`config.mk`:
```
export PLATFORM = sky130hd
export DESIGN_NAME = shift_port_arbiter_flat
export DESIGN_NICKNAME = d
export VERILOG_FILES = /design/src/rtl/shift_port_arbiter_if.sv /design/src/rtl/shift_port_arbiter.sv /design/src/flat_wrapper.sv
export SDC_FILE = /design/constraint.sdc
export NUM_CORES = 1
export LEC_CHECK = 0
export BUFFER_PORTS_ARGS = -buffer_cell sky130_fd_sc_hd__buf_2
export CORE_ASPECT_RATIO = 1.25
export CORE_MARGIN = 1.5
export CORE_UTILIZATION = 51
export DETAILED_ROUTE_END_ITERATION = 12
export MAX_ROUTING_LAYER = met4
export PLACE_DENSITY = 0.82
export SYNTH_ARGS = -nofsm -noshare
export SYNTH_HDL_FRONTEND = slang
export SYNTH_SLANG_ARGS = --single-unit
export TNS_END_PERCENT = 50
```
`constraint.sdc`:
```
create_clock -name Clk -period 2.8 [get_ports Clk]
set_input_delay 0.56 -clock Clk [delete_from_list [all_inputs] [get_ports Clk]]
set_output_delay 0.56 -clock Clk [all_outputs]
set_load 0.1 [all_outputs]
```
`src/rtl/shift_port_arbiter_if.sv`:
```
// Port bundle between two requesters, the shared shift register and shift_port_arbiter.
// Requester side: Req/Data held until its one-cycle Ack; Ack means the word is taken.
interface shift_port_arbiter_if #(
  parameter int WIDTH = 8
);
  logic             Req0;
  logic             Req1;
  logic [WIDTH-1:0] Data0;
  logic [WIDTH-1:0] Data1;
  logic             Ack0;
  logic             Ack1;
  logic             Load;
  logic             ShiftR;
  logic             Sin;
  logic [WIDTH-1:0] Din;
  logic             Sout;
  logic             Busy;
  logic             Done;
  logic             DoneId;
  logic [WIDTH-1:0] Captured;

  modport master (
    output Req0, Req1, Data0, Data1, Sout,
    input  Ack0, Ack1, Load, ShiftR, Sin, Din, Busy, Done, DoneId, Captured
  );

  modport slave (
    input  Req0, Req1, Data0, Data1, Sout,
    output Ack0, Ack1, Load, ShiftR, Sin, Din, Busy, Done, DoneId, Captured
  );
endinterface

```
`src/rtl/shift_port_arbiter.sv`:
```
// Round-robin arbiter that loads the winning word into a shared shift register,
// shifts it out LSB-first and reassembles it from the looped-back Sout.
module shift_port_arbiter #(
  parameter int   WIDTH = 8,
  parameter logic FILL  = 1'b0
) (
  input  logic                 Clk,
  input  logic                 Reset,
  shift_port_arbiter_if.slave  bus,
  output logic [1:0]           state_dbg
);

  localparam int CW = (WIDTH > 2) ? $clog2(WIDTH) : 1;

  typedef enum logic [1:0] {
    S_IDLE  = 2'd0,
    S_LOAD  = 2'd1,
    S_SHIFT = 2'd2,
    S_DONE  = 2'd3
  } state_t;

  state_t           state_q, state_d;
  logic             last_q, last_d;
  logic             win_q, win_d;
  logic [CW-1:0]    cnt_q, cnt_d;
  logic [WIDTH-1:0] din_q, din_d;
  logic [WIDTH-1:0] cap_q, cap_d;
  logic             ack0_q, ack0_d;
  logic             ack1_q, ack1_d;
  logic             load_q, load_d;
  logic             shiftr_q, shiftr_d;
  logic             done_q, done_d;
  logic             done_id_q, done_id_d;
  logic             busy_q, busy_d;
  logic             grant;

  always_comb begin
    state_d   = state_q;
    last_d    = last_q;
    win_d     = win_q;
    cnt_d     = cnt_q;
    din_d     = din_q;
    cap_d     = cap_q;
    ack0_d    = 1'b0;
    ack1_d    = 1'b0;
    load_d    = 1'b0;
    shiftr_d  = 1'b0;
    done_d    = 1'b0;
    done_id_d = 1'b0;
    grant     = 1'b0;
    case (state_q)
      S_IDLE: begin
        if (bus.Req0 || bus.Req1) begin
          // On a tie the requester that did not win last time gets the grant.
          grant   = (bus.Req0 && bus.Req1) ? ~last_q : bus.Req1;
          win_d   = grant;
          last_d  = grant;
          din_d   = grant ? bus.Data1 : bus.Data0;
          ack0_d  = ~grant;
          ack1_d  = grant;
          load_d  = 1'b1;
          state_d = S_LOAD;
        end
      end
      S_LOAD: begin
        cnt_d    = '0;
        shiftr_d = 1'b1;
        state_d  = S_SHIFT;
      end
      S_SHIFT: begin
        cap_d[cnt_q] = bus.Sout;
        if (cnt_q == CW'(WIDTH - 1)) begin
          done_d    = 1'b1;
          done_id_d = win_q;
          state_d   = S_DONE;
        end else begin
          cnt_d    = cnt_q + 1'b1;
          shiftr_d = 1'b1;
        end
      end
      S_DONE: begin
        state_d = S_IDLE;
      end
      default: begin
        state_d = S_IDLE;
      end
    endcase
    busy_d = (state_d != S_IDLE);
  end

  always_ff @(posedge Clk) begin
    if (Reset) begin
      state_q   <= S_IDLE;
      last_q    <= 1'b1;
      win_q     <= 1'b0;
      cnt_q     <= '0;
      din_q     <= '0;
      cap_q     <= '0;
      ack0_q    <= 1'b0;
      ack1_q    <= 1'b0;
      load_q    <= 1'b0;
      shiftr_q  <= 1'b0;
      done_q    <= 1'b0;
      done_id_q <= 1'b0;
      busy_q    <= 1'b0;
    end else begin
      state_q   <= state_d;
      last_q    <= last_d;
      win_q     <= win_d;
      cnt_q     <= cnt_d;
      din_q     <= din_d;
      cap_q     <= cap_d;
      ack0_q    <= ack0_d;
      ack1_q    <= ack1_d;
      load_q    <= load_d;
      shiftr_q  <= shiftr_d;
      done_q    <= done_d;
      done_id_q <= done_id_d;
      busy_q    <= busy_d;
    end
  end

  assign bus.Ack0     = ack0_q;
  assign bus.Ack1     = ack1_q;
  assign bus.Load     = load_q;
  assign bus.ShiftR   = shiftr_q;
  assign bus.Sin      = FILL;
  assign bus.Din      = din_q;
  assign bus.Busy     = busy_q;
  assign bus.Done     = done_q;
  assign bus.DoneId   = done_id_q;
  assign bus.Captured = cap_q;
  assign state_dbg    = state_q;

endmodule
```
`src/flat_wrapper.sv`:
```
// flat-port wrapper written by rule: the top's interface ports become plain ports
module shift_port_arbiter_flat 
#(
  parameter int   WIDTH = 8,
  parameter logic FILL  = 1'b0
)
  (Clk, Reset, state_dbg, bus_Req0, bus_Req1, bus_Data0, bus_Data1, bus_Sout, bus_Ack0, bus_Ack1, bus_Load, bus_ShiftR, bus_Sin, bus_Din, bus_Busy, bus_Done, bus_DoneId, bus_Captured);
  shift_port_arbiter_if #(.WIDTH(WIDTH)) bus_i ();
  input  logic Clk;
  input  logic Reset;
  output logic [1:0] state_dbg;
  input wire logic [$bits(bus_i.Req0)-1:0] bus_Req0;
  input wire logic [$bits(bus_i.Req1)-1:0] bus_Req1;
  input wire logic [$bits(bus_i.Data0)-1:0] bus_Data0;
  input wire logic [$bits(bus_i.Data1)-1:0] bus_Data1;
  input wire logic [$bits(bus_i.Sout)-1:0] bus_Sout;
  output wire logic [$bits(bus_i.Ack0)-1:0] bus_Ack0;
  output wire logic [$bits(bus_i.Ack1)-1:0] bus_Ack1;
  output wire logic [$bits(bus_i.Load)-1:0] bus_Load;
  output wire logic [$bits(bus_i.ShiftR)-1:0] bus_ShiftR;
  output wire logic [$bits(bus_i.Sin)-1:0] bus_Sin;
  output wire logic [$bits(bus_i.Din)-1:0] bus_Din;
  output wire logic [$bits(bus_i.Busy)-1:0] bus_Busy;
  output wire logic [$bits(bus_i.Done)-1:0] bus_Done;
  output wire logic [$bits(bus_i.DoneId)-1:0] bus_DoneId;
  output wire logic [$bits(bus_i.Captured)-1:0] bus_Captured;
  assign bus_i.Req0 = bus_Req0;
  assign bus_i.Req1 = bus_Req1;
  assign bus_i.Data0 = bus_Data0;
  assign bus_i.Data1 = bus_Data1;
  assign bus_i.Sout = bus_Sout;
  assign bus_Ack0 = bus_i.Ack0;
  assign bus_Ack1 = bus_i.Ack1;
  assign bus_Load = bus_i.Load;
  assign bus_ShiftR = bus_i.ShiftR;
  assign bus_Sin = bus_i.Sin;
  assign bus_Din = bus_i.Din;
  assign bus_Busy = bus_i.Busy;
  assign bus_Done = bus_i.Done;
  assign bus_DoneId = bus_i.DoneId;
  assign bus_Captured = bus_i.Captured;
  shift_port_arbiter #(.WIDTH(WIDTH), .FILL(FILL)) u_core (.Clk(Clk), .Reset(Reset), .bus(bus_i), .state_dbg(state_dbg));
endmodule
```
### Word-level counts from Yosys, hierarchy flattened

Index checks and enable logic that the tools add are counted.

* bitwise gates (word level): 6
* add/sub/neg operators: 1
* eq/ne operators: 5
* muxes and demuxes: 14
* reduce and logical (&&, ||, !) cells: 12
* order comparisons: 2

Operators with widths (number)
* $bwmux W8: 1
* $mux W8: 1
* $pmux W2 S4: 1
* $not A1 Y1: 6
* $pmux W3 S2: 1
* $reduce_or A3 Y1: 2
* $mux W1: 5
* $eq A2 B2 Y1 const B: 2
* $lt A3 B4 Y1 const B: 1
* $mux W2: 2
* $reduce_and A2 Y1: 2
* $reduce_bool A2 Y1: 2
* $reduce_or A2 Y1: 2
* $add A3 B1 Y3 const B: 1
* $demux W1 S3: 1
* $eq A3 B3 Y1 const B: 1
* $ge A3 B1 Y1 const B: 1
* $mux W3: 1
* $eq A2 B1 Y1 const B: 1
* $logic_and A1 B1 Y1: 2
* $logic_not A2 Y1: 1
* $ne A2 B2 Y1 const B: 1
* $pmux W1 S2: 1
* $logic_or A1 B1 Y1: 1

* bits of input ports: 21
* bits in registers: 30

### Logic depth before layout (Yosys ltp)

Gate-level depths: netlist of run 1.

* depth in word-level cells: 5
* mapped depth: 6
* depth with buffers taken out: 5

### Least setup slack after synthesis of run 1

No wires, ideal clock.

* path type: flip-flop to flip-flop
* start: register u_core.state_q[0] (netlist: u_core.state_dbg[0])
* end: register u_core.cap_q[2] (netlist: u_core.bus.Captured[2])
* library setup time: 0.128 ns
* setup slack: 0.671 ns
* required time: 2.672 ns
* cell stages (with the launch flop): 7
* clock period less this slack: 2.129 ns
* data arrival time: 2.002 ns
* path through: dfxtp_1 > inv_1 > ha_1 > buf_2 > and4bb_2 > mux2i_1 > nor2_1

* longest elaborated chain between the ends: 1

RTL lines
* from (decl): line shift_port_arbiter.sv:22 `state_t state_q, state_d;`
* from (signal assigned): line shift_port_arbiter.sv:107 `state_q <= state_d;`
* $eq A2 B2 Y1: line shift_port_arbiter.sv:51 `case (state_q)`
* to (signal assigned): line shift_port_arbiter.sv:112 `cap_q <= cap_d;`
* to (decl): line shift_port_arbiter.sv:27 `logic [WIDTH-1:0] cap_q, cap_d;`

Every way passes these cells.
A chain may end at the register's enable or synchronous reset.

### Worst setup path in the final report of run 1

* start: register u_core.state_q[0] (netlist: u_core.state_dbg[0])
* end: output port state_dbg[0]

RTL lines
* to (decl): line flat_wrapper.sv:11 `output logic [1:0] state_dbg;`

No word-level cell between the ends.

==> results of run 1 <==
[final cells by class]
class | count | area (µm²)
fill | 228 | 873
sequential | 30 | 601
clock buffer | 7 | 45.0
tap | 33 | 41.3
timing repair buffer | 45 | 225
inverter | 3 | 11.3
multi-input combinational | 96 | 631
[cells by family (layout without fill, tap and decap cells)]
kind of cell | Yosys count | count (layout) | synth area share (%)
adder cells (fa/ha/maj) | 6 | 6 | 5.82
AND/OR/NAND/NOR | 47 | 47 | 19.3
AO/OA/AOI/OAI | 34 | 34 | 17.3
multiplexers | 8 | 8 | 6.21
flip-flops | 30 | 30 | 46.6
other | 1 | 1 | 0.291
buffers and inverters | 12 | 55 | 4.56
[where the power goes]
part           total [W]  internal (W)  switching [W]
clock network   0.000227     0.0000944       0.000132
registers       0.000509      0.000476      0.0000329
logic           0.000550      0.000110       0.000439
total            0.00129      0.000681       0.000605
[layer usage]
layer  global-route usage [%]  vias up  share of wire (%)
met5                        -        -                  0
met4                     10.4        0                2.3
met3                     8.23        7                5.4
met2                     32.6       37                 47
met1                     24.1      479                 45
li1                         -      563                  -
[per-stage QoR]
step	hold slack [ns]	worst slack (ns)	cell area, µm²
2_1_floorplan	0.430	0.671	1290
3_3_place_gp	0.462	1.07	1510
3_5_place_dp	0.467	1.03	1510
4_1_cts	0.451	1.04	1550
5_1_grt	0.449	0.906	1550
6_report	0.467	1.06	1550
[sequential cells by signal (all words and copies together) (netlist names), 2 cells and up]
name,count
u_core.bus.Captured,8
u_core.state_dbg,2
u_core.bus.Din,8
u_core.cnt_q,3
[placed cells by master (no fill, tap or decap)]
cell type and count:
sky130_fd_sc_hd__o31ai_1 1, sky130_fd_sc_hd__a22oi_1 1, sky130_fd_sc_hd__o21ai_0 4, sky130_fd_sc_hd__o21a_1 3, sky130_fd_sc_hd__ha_1 6, sky130_fd_sc_hd__inv_1 3
sky130_fd_sc_hd__buf_2 45, sky130_fd_sc_hd__and4bb_2 3, sky130_fd_sc_hd__nor2_1 21, sky130_fd_sc_hd__conb_1 1, sky130_fd_sc_hd__nand2_1 10, sky130_fd_sc_hd__nor3_1 2
sky130_fd_sc_hd__a211oi_1 8, sky130_fd_sc_hd__a21bo_2 1, sky130_fd_sc_hd__clkbuf_4 5, sky130_fd_sc_hd__dfxtp_1 30, sky130_fd_sc_hd__and2_1 2, sky130_fd_sc_hd__a21boi_4 1
sky130_fd_sc_hd__clkbuf_1 2, sky130_fd_sc_hd__mux2i_1 8, sky130_fd_sc_hd__nand2b_1 1, sky130_fd_sc_hd__nor4b_2 1, sky130_fd_sc_hd__o21ai_1 1, sky130_fd_sc_hd__a21oi_1 13
sky130_fd_sc_hd__a31oi_1 1, sky130_fd_sc_hd__nand4_1 1, sky130_fd_sc_hd__nand4b_1 3, sky130_fd_sc_hd__nor2b_1 2, sky130_fd_sc_hd__or2_2 1
[path summary, 6_finish.rpt]
kind	slack, ns	cells after the start	from	end
max	1.06	1	u_core.state_dbg[0]$_SDFF_PP0_	state_dbg[0]
min	0.47	3	bus_Data0[2]	u_core.bus.Din[2]$_SDFFE_PP0P_
max reg2reg	1.15	5	u_core.state_dbg[0]$_SDFF_PP0_	u_core.bus.Din[5]$_SDFFE_PP0P_
min reg2reg	0.49	1	u_core.win_q$_SDFFE_PP0P_	u_core.bus.DoneId$_SDFF_PP0_
==> results by stage, run 1 <==
STA:
- At the pin with the least slew margin, the transition time is just under 0.8 ns.
- Counting I/O delays and the setup requirement, the final critical path takes about 1.7 ns.
- The number of setup violations in the final report is 0.
- Between clock sinks in the finished design, the worst skew comes to roughly 0.0094 ns.
- The final count of pins violating max slew is 0.
- The setup TNS is 0 ns.
- The normalized max-slew margin is a little under half.
- In the finished design, the share of the clock period the worst path needs comes to slightly above 60%.
- Setup repair after global routing left no endpoint under its margin.
- The final hold violation count came to 0.
- Based on the critical path, the design can be clocked at up to about 570 MHz.

Floorplanning:
- The die outline width is 48.0 µm.
- The floorplan step defined a die boundary enclosing 2840 µm².
- The total number of placement rows is 20.
- The starting utilization of the core area is 53.1%.
- The number of I/O pins is 47.
- The core region is approximately 2400 µm².
- The die height is approximately 59 µm.

Critical path:
- Together, buffers and inverters on the worst path number 1.
- The largest delay contributor family on the critical path is buffers and inverters.
- The worst setup path is launched from a flop.
- The sort of element at the end of the critical path is a primary output.
- The peak fanout along the critical path is 5.
- The worst setup path category is reg2out.
- Traced cell by cell, the critical path runs through buf_2.
- The highest cell delay on the worst timing path is ~0.45 ns.
- On the critical path, the stage with the largest delay is an instance of sky130_fd_sc_hd__buf_2.
- The worst endpoint required time is 2.24 ns.
- The arrival time of data at the critical path endpoint is between 1 and 1.5 ns.

Power and ir drop:
- The power consumption is roughly 0.0013 W.
- For this design the ratio of total power to cell area is 827 nW/µm².
- The largest vdd supply drop is about 0.00065 V.
- The reported leakage power is 0.742 nW.

Global routing:
- The via count of the first global-routing pass is between 900 and 1000.
- The global-route congestion overflow total is 0.
- The total track usage is 21.5%.
- The first global-routing pass estimated 4110 µm of wire.
- The pin count of the biggest net entering global routing is 29.
- The number of antenna violations at the first check in global routing is 0.

Drt:
- The average wire per cell in the routed design is 11.6 µm.
- The mean number of vias per cell is between 5 and 6.
- The sum of routed wire length over all layers is 2480 µm.
- After detailed routing, the number of remaining DRC violations is 0.
- Across all layers, the routed design uses 1086 vias.
- The number of iterations in the first detailed-routing pass is 4.
- The violation count after the first detailed-routing iteration is 21.
- The number of routed nets with antenna violations is 0.

Clock tree:
- The root cell of the clock tree is sky130_fd_sc_hd__clkbuf_4.
- After clock tree synthesis, the setup repair step added 0 buffers.
- The total clock sinks is 30.
- The number of buffers created by CTS is 5.
- The hold buffer count at CTS is 0.
- Clock-pin slew was measured on the worst setup and hold paths at 0.08 ns.
- The worst-case clock buffer depth is 2.
- The deepest level of the CTS H-tree is 2.
- Post-CTS repair changed the size of 0 cells.
- The later pin in the worst-skew pair is clocked with a latency of ~0.32 ns.
- TritonCTS built the clock tree.

Synth:
- The library cell occupying the most area in the post-synthesis netlist is sky130_fd_sc_hd__dfxtp_1.
- By area the synthesized netlist is led by sky130_fd_sc_hd__dfxtp_1 (47%), sky130_fd_sc_hd__mux2i_1 (6.2%), sky130_fd_sc_hd__nor2_1 (6.1%), sky130_fd_sc_hd__ha_1 (5.8%), sky130_fd_sc_hd__a21oi_1 (5.0%).
- The number of enable flip-flop cells after synthesis is 0.
- The leading register cell type out of synthesis is sky130_fd_sc_hd__dfxtp_1.
- The count of state elements after synthesis is 30.
- The share of synthesized area in the top cell type comes to between 40% and 50%.
- Averaged over all synthesized cells, the footprint is slightly above 9 µm².
- The fraction of the yosys area taken by sequential cells is about 47%.
- The number of synthesis warnings is 0.
- The count of mapped cells out of synthesis is approximately 140.
- The area of the mapped netlist is roughly 1300 µm².
- The commonest cells after synthesis are sky130_fd_sc_hd__dfxtp_1 (30), sky130_fd_sc_hd__nor2_1 (21), sky130_fd_sc_hd__a21oi_1 (13).
- The library cell with the highest instance count after synthesis is sky130_fd_sc_hd__dfxtp_1.
- For this run, asynchronously set or reset flops after synthesis account for 0%.
- The synthesized net count is about 170.
- The count of distinct cell types in the synthesized netlist is 29.

Layout:
- The finished layout holds 214 standard cells, fillers aside.
- The ratio of cells with drive above 1 in the final layout is about a third.
- The post-route core utilization is roughly 64%.
- The net count of the finished layout is between 200 and 250.
- The repair_antennas step left the layout with diodes totalling 0.
- The synthesis-to-finish area growth is 20.5%.

Place:
- After legalization and detailed placement, the total HPWL measured around 1800 µm.
- After detailed placement, the design holds a cell count of between 200 and 250.
- The congestion estimate from routability-driven global placement came to approximately 0.73.
- During placement, the flow inserted port buffers numbering 45.

Job:
- The tool flagged a number of max-cap violations equal to 0.

Hold path:
- The path category of the worst min-delay check is in2reg.

Run status:
- The flow ran to the end, and the final reports show no timing, DRC or antenna violations.
Note: power is estimated with default switching activity, not from simulation.
==> run 2: changes to the inputs <==
Settings changed: CORE_UTILIZATION 51 to 43, PLACE_DENSITY 0.82 to 0.74.
Clock period 2.8 ns to 1.5 ns, I/O delays scaled along.
==> run 2 against run 1 <==
  * Worst setup slack got worse by 0.99 ns
  * Utilization fell by 8.2 points
  * Combinational power rose by 95%
==> results by stage, run 2 (synthesis results as in run 1) <==
STA:
- The minimum setup slack in the final design was 0.0699 ns (-0.989 ns).
- The shortest clock period the worst path allows after layout is between 1 and 1.5 ns.
- Static timing analysis puts the maximum clock frequency at approximately 700 MHz.
- Setup repair after global routing left no endpoint under its margin.
- The final hold violation count came to 0 (unchanged).
- The worst setup skew after layout was 0.0160 ns (+0.00656 ns).
- The final period utilization is 95.3%.
- The number of setup violations in the final report came to 0 (unchanged).
- The setup TNS came to 0 ns (unchanged).
- The final count of pins violating max slew came to 0 (unchanged).

Global routing:
- The first-pass GRT wire length is 4620 µm (+12%).
- The pin count of the biggest net entering global routing is 29 (unchanged).
- The global-route congestion overflow total came to 0 (unchanged).
- The via count of the first global-routing pass came to 1071 (+8.3%).
- The total track usage came to 19.1% (-2.4 points).
- The number of antenna violations at the first check in global routing came to 0 (unchanged).

Floorplanning:
- The area of the placeable core is 2890 µm² (+19%).
- The die outline width is 52.0 µm (+8.3%).
- The number of I/O pins is 47 (unchanged).
- The total number of placement rows is 22 (+10%).
- The area of the die is 3340 µm² (+18%).
- The starting utilization of the core area is 44.6% (-8.5 points).
- The die height is 64.2 µm (+8.5%).

Power and ir drop:
- The reported leakage power was 0.769 nW (+3.6%).
- The power density relative to cell area was 1560 nW/µm² (+88%).
- The largest vdd supply drop came to 0.00127 V (+94%).

Hold path:
- The worst hold path terminates at u_core.bus.Din[1]$_SDFFE_PP0P_.
- The hold-critical path depth came to 3 (unchanged).
- The startpoint identified for the worst hold timing path is bus_Data0[1].
- The path category of the worst min-delay check is in2reg.

Critical path:
- The depth of the most critical reg-to-reg path is 5 (unchanged).
- The startpoint of the worst-slack reg-to-reg timing path is u_core.state_dbg[0]$_SDFF_PP0_.
- The worst endpoint required time is 1.20 ns (-1.04 ns).
- The arrival time of data at the critical path endpoint was 1.13 ns (-0.05 ns).
- The cell with the largest stage delay on the worst path is sky130_fd_sc_hd__buf_2.
- The slack of the worst reg-to-reg path is 0.12 ns (-1.03 ns).
- The highest cell delay on the worst timing path is 0.42 ns (-0.03 ns).
- STA classifies the critical path endpoint as a primary output.
- The count of buffer and inverter cells on the critical path was 1 (unchanged).
- The peak fanout along the critical path is 5 (unchanged).
- The largest delay contributor family on the critical path is buffers and inverters.
- The worst setup path category is reg2out.
- STA classifies the critical path startpoint as a flop.
- The critical path goes through buf_2.
- The worst register-to-register path ends at u_core.cnt_q[2]$_SDFFE_PP0P_.

Drt:
- The count of vias placed by the detailed router is 1137 (+4.7%).
- The number of routed nets with antenna violations was 0 (unchanged).
- The mean number of vias per cell is 5.14 (+1.4%).
- The sum of routed wire length over all layers is 2710 µm (+9.1%).
- The violation count after the first detailed-routing iteration was 26 (+24%).
- The average wire per cell in the routed design is 12.2 µm (+5.6%).
- The number of iterations in the first detailed-routing pass came to 4 (unchanged).
- The count of unresolved DRC violations after routing is 0 (unchanged).

Clock tree:
- The worst-case clock buffer depth is 2 (unchanged).
- The total clock sinks is 30 (unchanged).
- The root cell of the clock tree is sky130_fd_sc_hd__clkbuf_4.
- The clock latency at the later pin of the worst-skew pair came to 0.32 ns (about the same).
- The clock tree from TritonCTS is done.
- The number of buffers created by CTS is 5 (unchanged).
- The CTS clock-pin slew for the worst setup and hold paths is 0.10 ns (+0.02 ns).
- The deepest level of the CTS H-tree is 2 (unchanged).

Place:
- The weighted congestion reported at the end of routability-driven placement is 0.770 (+5.0%).
- The half-perimeter wire length after placement is 2030 µm (+13%).
- The post-placement cell area is 1550 µm² (+2.4%).
- The placement-stage worst setup slack is 0.132 ns (-0.901 ns).
- The count of port buffers added during placement came to 45 (unchanged).

Layout:
- The area growth from synthesis to layout is 25.1%.
- The net count reported at finish is 211 (+1.4%).
- The ratio of cells with drive above 1 in the final layout is 36.2% (+4.7 points).
- The library cell used most frequently in the layout, excluding fill and tap cells, is sky130_fd_sc_hd__buf_2.
- The post-route core utilization is 55.8% (-8.2 points).
- The area of all placed cells without fillers is 1610 µm² (+3.9%).
- In the layout the commonest cells are sky130_fd_sc_hd__buf_2 (45), sky130_fd_sc_hd__dfxtp_1 (28), sky130_fd_sc_hd__nor2_1 (21), sky130_fd_sc_hd__a21oi_1 (13), sky130_fd_sc_hd__nand2_1 (10).
- The number of antenna cells inserted is 0 (unchanged).

Job:
- The number of violations of the max-capacitance limit is 0 (unchanged).

Run status:
- The run finished with clean final reports.
[run 2: cell types whose count changed in the layout (fill, tap and decap cells not counted), sizes merged]
| cell | delta |
|---|---|
| buf | +3 |
| clkinv | +1 |
[run 2: worst max path at each step]
stage	startpoint	end	slack, ns	depth (start not counted)
after floorplan	u_core.state_dbg[0]$_SDFF_PP0_	u_core.bus.Din[1]$_SDFFE_PP0P_	0.007	6
after global placement	u_core.cnt_q[0]$_SDFFE_PP0P_	u_core.bus.DoneId$_SDFF_PP0_	0.20	5
after detailed placement	u_core.state_dbg[0]$_SDFF_PP0_	u_core.bus.Captured[0]$_SDFFE_PP0P_	0.13	5
after CTS	u_core.state_dbg[0]$_SDFF_PP0_	state_dbg[0]	0.05	1
after global routing	u_core.state_dbg[0]$_SDFF_PP0_	u_core.bus.Captured[2]$_SDFFE_PP0P_	0.01	5
final	u_core.state_dbg[0]$_SDFF_PP0_	state_dbg[0]	0.07	1
[run 2: metal layers]
metal	up-vias	GRT usage, %	part of all wire (%)
met5	-	-	0
met4	0	7.57	0.70
met3	2	7.01	6.9
met2	52	29.6	51
met1	512	22.0	41
li1	571	-	-
[run 2: area by class of cell]
class,instances,area (µm²)
Fill cell,290,1280
Clock inverter,1,5.00
Multi-Input combinational cell,96,642
Timing Repair Buffer,48,248
Clock buffer,7,55.1
Sequential cell,30,608
Tap cell,36,45.0
Inverter,3,11.3
[run 2: metrics by stage]
| stage | power (W) | hold slack, ns | instances |
|---|---|---|---|
| after floorplan | 0.00186 | 0.430 | 138 |
| after global placement | 0.00201 | 0.468 | 213 |
| after detailed placement | 0.00203 | 0.469 | 213 |
| after CTS | 0.00253 | 0.204 | 221 |
| after global routing | 0.00265 | 0.197 | 221 |
| final | 0.00252 | 0.216 | 221 |
[run 2: repair_timing]
action / in CTS / in global routing
gates resized for setup: 0 / 1
buffers inserted: 0 / 0
hold buffers: 0 / 0
setup endpoints to repair: 0 / 1
[run 2: power by group]
part	switching (W)	internal (W)	total, W
clock	0.000273	0.000227	0.000500
sequential	0.0000544	0.000894	0.000948
combinational	0.000840	0.000228	0.00107
total	0.00117	0.00135	0.00252
==> run 3: changes to the inputs <==
Settings changed: CORE_MARGIN 1.5 to 3, PLACE_DENSITY 0.74 to 0.85.
==> run 3 against run 2 <==
  * Global-route usage down 2.0 points
  * Final cell count down 0.45%
  * Register-to-register slack about the same
  * Clock power up 25%
  * Clock-buffer cell count down 1
  * Total power up 5.2%
  * Via count down 1.8%
  * Die area up 11%
  * Critical endpoint unchanged
  * Largest cell class unchanged
==> results by stage, run 3 (synthesis results as in run 1) <==
Run status:
- The run finished with clean final reports.

Floorplanning:
- The die outline width is 55.0 µm (+5.8%).
- The area of the placeable core is 2790 µm² (-3.6%).
- The number of I/O pins is 47 (unchanged).
- The total number of placement rows is 21 (-4.5%).
- The area of the die is 3700 µm² (+11%).
- The die height came to 67.2 µm (+4.7%).
- The starting utilization of the core area is 46.3% (+1.7 points).

Drt:
- The sum of routed wire length over all layers is 2620 µm (-3.0%).
- The average wire per cell in the routed design is 11.9 µm (-2.6%).
- The count of vias placed by the detailed router is 1117 (-1.8%).
- The violation count after the first detailed-routing iteration is 33 (+27%).
- The mean number of vias per cell is 5.08 (-1.3%).
- The number of iterations in the first detailed-routing pass came to 4 (unchanged).
- The number of routed nets with antenna violations is 0 (unchanged).
- The count of unresolved DRC violations after routing is 0 (unchanged).

Layout:
- The net count reported at finish is 212 (+0.47%).
- The number of antenna cells inserted came to 0 (unchanged).
- The commonest non-fill, non-tap cell in the layout is sky130_fd_sc_hd__buf_2.
- The area of all placed cells without fillers was 1630 µm² (+1.1%).
- The ratio of cells with drive above 1 in the final layout is 37.1% (+0.88 points).
- The filler cell count in the final layout is 271 (-6.6%).
- The flip-flop and latch area is 608 µm² (unchanged).
- From synthesis to final layout, the design area changed by 26.5%.
- The total area of multi-input combinational cells is 636 µm² (-0.97%).
- The post-layout instance count excluding filler cells is 220 (-0.45%).
- Leaving out fill and tap cells, the most frequent cells in the layout are sky130_fd_sc_hd__buf_2 (45), sky130_fd_sc_hd__dfxtp_1 (28), sky130_fd_sc_hd__nor2_1 (21), sky130_fd_sc_hd__a21oi_1 (13), sky130_fd_sc_hd__nand2_1 (10).

Clock tree:
- The CTS clock-pin slew for the worst setup and hold paths is 0.09 ns (about the same).
- CTS placed an instance of sky130_fd_sc_hd__clkbuf_4 at the clock tree root.
- The clock tree from TritonCTS is done.
- The total clock sinks was 30 (unchanged).
- The number of buffers created by CTS is 5 (unchanged).
- The worst-case clock buffer depth is 2 (unchanged).
- The clock latency at the later pin of the worst-skew pair came to 0.33 ns (about the same).
- The number of buffers added for setup after CTS is 0 (unchanged).
- The deepest level of the CTS H-tree is 2 (unchanged).

STA:
- The final hold violation count is 0 (unchanged).
- The tightest hold margin is 0.201 ns (-0.0146 ns).
- The top achievable clock speed came to 692 MHz (-1.0%).
- The shortest clock period the worst path allows after layout is 1.44 ns (+0.0148 ns).
- The final count of pins violating max slew is 0 (unchanged).
- The number of setup violations in the final report came to 0 (unchanged).
- The final period utilization was 96.3% (+0.99 points).
- The worst setup skew after layout is 0.00714 ns (-0.00883 ns).
- The minimum setup slack in the final design came to 0.0551 ns (-0.0148 ns).

Critical path:
- On the critical path the largest part of the delay comes from buffers and inverters.
- The depth of the critical timing path with buffers and inverters included is 1 (unchanged).
- The worst setup path is captured at a primary output.
- The signal on the critical path passes through buf_2.
- The largest individual stage delay along the critical path comes from the cell sky130_fd_sc_hd__buf_2.
- The worst endpoint required time is 1.20 ns (about the same).
- The type of element launching the critical path is a flop.
- The critical path is of the reg2out type.
- The peak fanout along the critical path came to 5 (unchanged).
- The highest cell delay on the worst timing path is 0.43 ns (about the same).
- The startpoint of the worst-slack reg-to-reg timing path is u_core.state_dbg[0]$_SDFF_PP0_.
- The arrival time of data at the critical path endpoint was 1.14 ns (about the same).
- The count of buffer and inverter cells on the critical path is 1 (unchanged).
- The worst flop-to-flop path endpoint is u_core.bus.Din[1]$_SDFFE_PP0P_.
- The slack of the worst reg-to-reg path was 0.12 ns (about the same).
- The depth of the most critical reg-to-reg path came to 5 (unchanged).
- The most critical setup path has its startpoint at u_core.state_dbg[0]$_SDFF_PP0_.
- The worst setup path endpoint is state_dbg[0].

Global routing:
- The global-route congestion overflow total was 0 (unchanged).
- The first-pass GRT wire length was 4400 µm (-4.9%).
- The pin count of the biggest net entering global routing is 29 (unchanged).
- The via count of the first global-routing pass is 1016 (-5.1%).
- The number of antenna violations at the first check in global routing is 0 (unchanged).
- The total track usage came to 17.1% (-2.0 points).

Power and ir drop:
- The power density relative to cell area came to 1620 nW/µm² (+4.0%).
- The largest vdd supply drop is 0.00113 V (-11%).
- The reported leakage power is 0.775 nW (+0.81%).

Place:
- The post-placement cell area came to 1550 µm² (+0.32%).
- The half-perimeter wire length after placement was 1950 µm (-4.1%).
- The count of port buffers added during placement is 45 (unchanged).
- The weighted congestion reported at the end of routability-driven placement came to 0.784 (+1.8%).
- The placement-stage worst setup slack was 0.144 ns (+0.0122 ns).
- The number of placed cells counting well taps was 212 (-0.47%).

Hold path:
- The path category of the worst min-delay check is in2reg.
- The hold-critical path depth is 3 (unchanged).

Job:
- The number of violations of the max-capacitance limit is 0 (unchanged).
-- run 3: cell count changes in the layout (fill, tap and decap cells not counted) --
cell	change
sky130_fd_sc_hd__buf_4	+1
sky130_fd_sc_hd__bufinv_16	+1
sky130_fd_sc_hd__clkbuf_8	-1
sky130_fd_sc_hd__clkinv_2	-1
sky130_fd_sc_hd__clkinvlp_4	+1
sky130_fd_sc_hd__nor2b_1	-1
sky130_fd_sc_hd__nor2b_2	+1
sky130_fd_sc_hd__nor4b_2	+1
sky130_fd_sc_hd__nor4b_4	-1
-- run 3: metal layers --
layer / vias up / GRT usage (%) / wire [µm]
met5: - / - / 0
met1: 505 / 18.8 / 1120
met3: 6 / 6.62 / 163
met4: 0 / 8.21 / 59
li1: 574 / - / -
met2: 32 / 26.6 / 1280
-- run 3: worst min-delay path by stage --
stage	start	endpoint	slack, ns
after floorplan	u_core.win_q$_SDFFE_PP0P_	u_core.bus.DoneId$_SDFF_PP0_	0.43
after global placement	u_core.win_q$_SDFFE_PP0P_	u_core.bus.DoneId$_SDFF_PP0_	0.47
after detailed placement	u_core.bus.Captured[7]$_SDFFE_PP0P_	u_core.bus.Captured[7]$_SDFFE_PP0P_	0.48
after CTS	bus_Data0[6]	u_core.bus.Din[6]$_SDFFE_PP0P_	0.18
after global routing	bus_Data0[0]	u_core.bus.Din[0]$_SDFFE_PP0P_	0.19
final	bus_Data0[0]	u_core.bus.Din[0]$_SDFFE_PP0P_	0.20
-- run 3: per-stage QoR --
step                      util, %   TNS [ns]  power (W)
after floorplan                 -          0    0.00186
after global placement       55.7          0    0.00203
after detailed placement     55.7          0    0.00204
after CTS                    58.5          0    0.00267
after global routing         58.6  -0.000109    0.00278
final                        58.6          0    0.00265
-- run 3: worst reg2reg max path: cells and delay by family, from the launching register on --
family	cells	cell delay, ns
adder cells (fa/ha/maj)	1	0.24
buffers and inverters	1	0.07
AO/OA/AOI/OAI	2	0.53
AND/OR/NAND/NOR	1	0.07
flip-flops	1	0.37
-- run 3: what timing repair did --
item                                    CTS  global route
endpoints found under the setup margin    0             2
hold buffers                              0             0
gates resized for setup                   0             1
-- run 3: area by class of cell --
class | instances | area share, %
Tap cell | 34 | 2.61
Clock inverter | 2 | 2.30
Timing Repair Buffer | 49 | 15.6
Sequential cell | 30 | 37.3
Inverter | 3 | 0.690
Clock buffer | 6 | 2.53
Multi-Input combinational cell | 96 | 39.0
-- run 3: where the power goes --
| group | switching (W) | internal (W) |
|---|---|---|
| combinational | 0.000839 | 0.000234 |
| sequential | 0.0000527 | 0.000894 |
| clock | 0.000276 | 0.000351 |
| total | 0.00117 | 0.00148 |
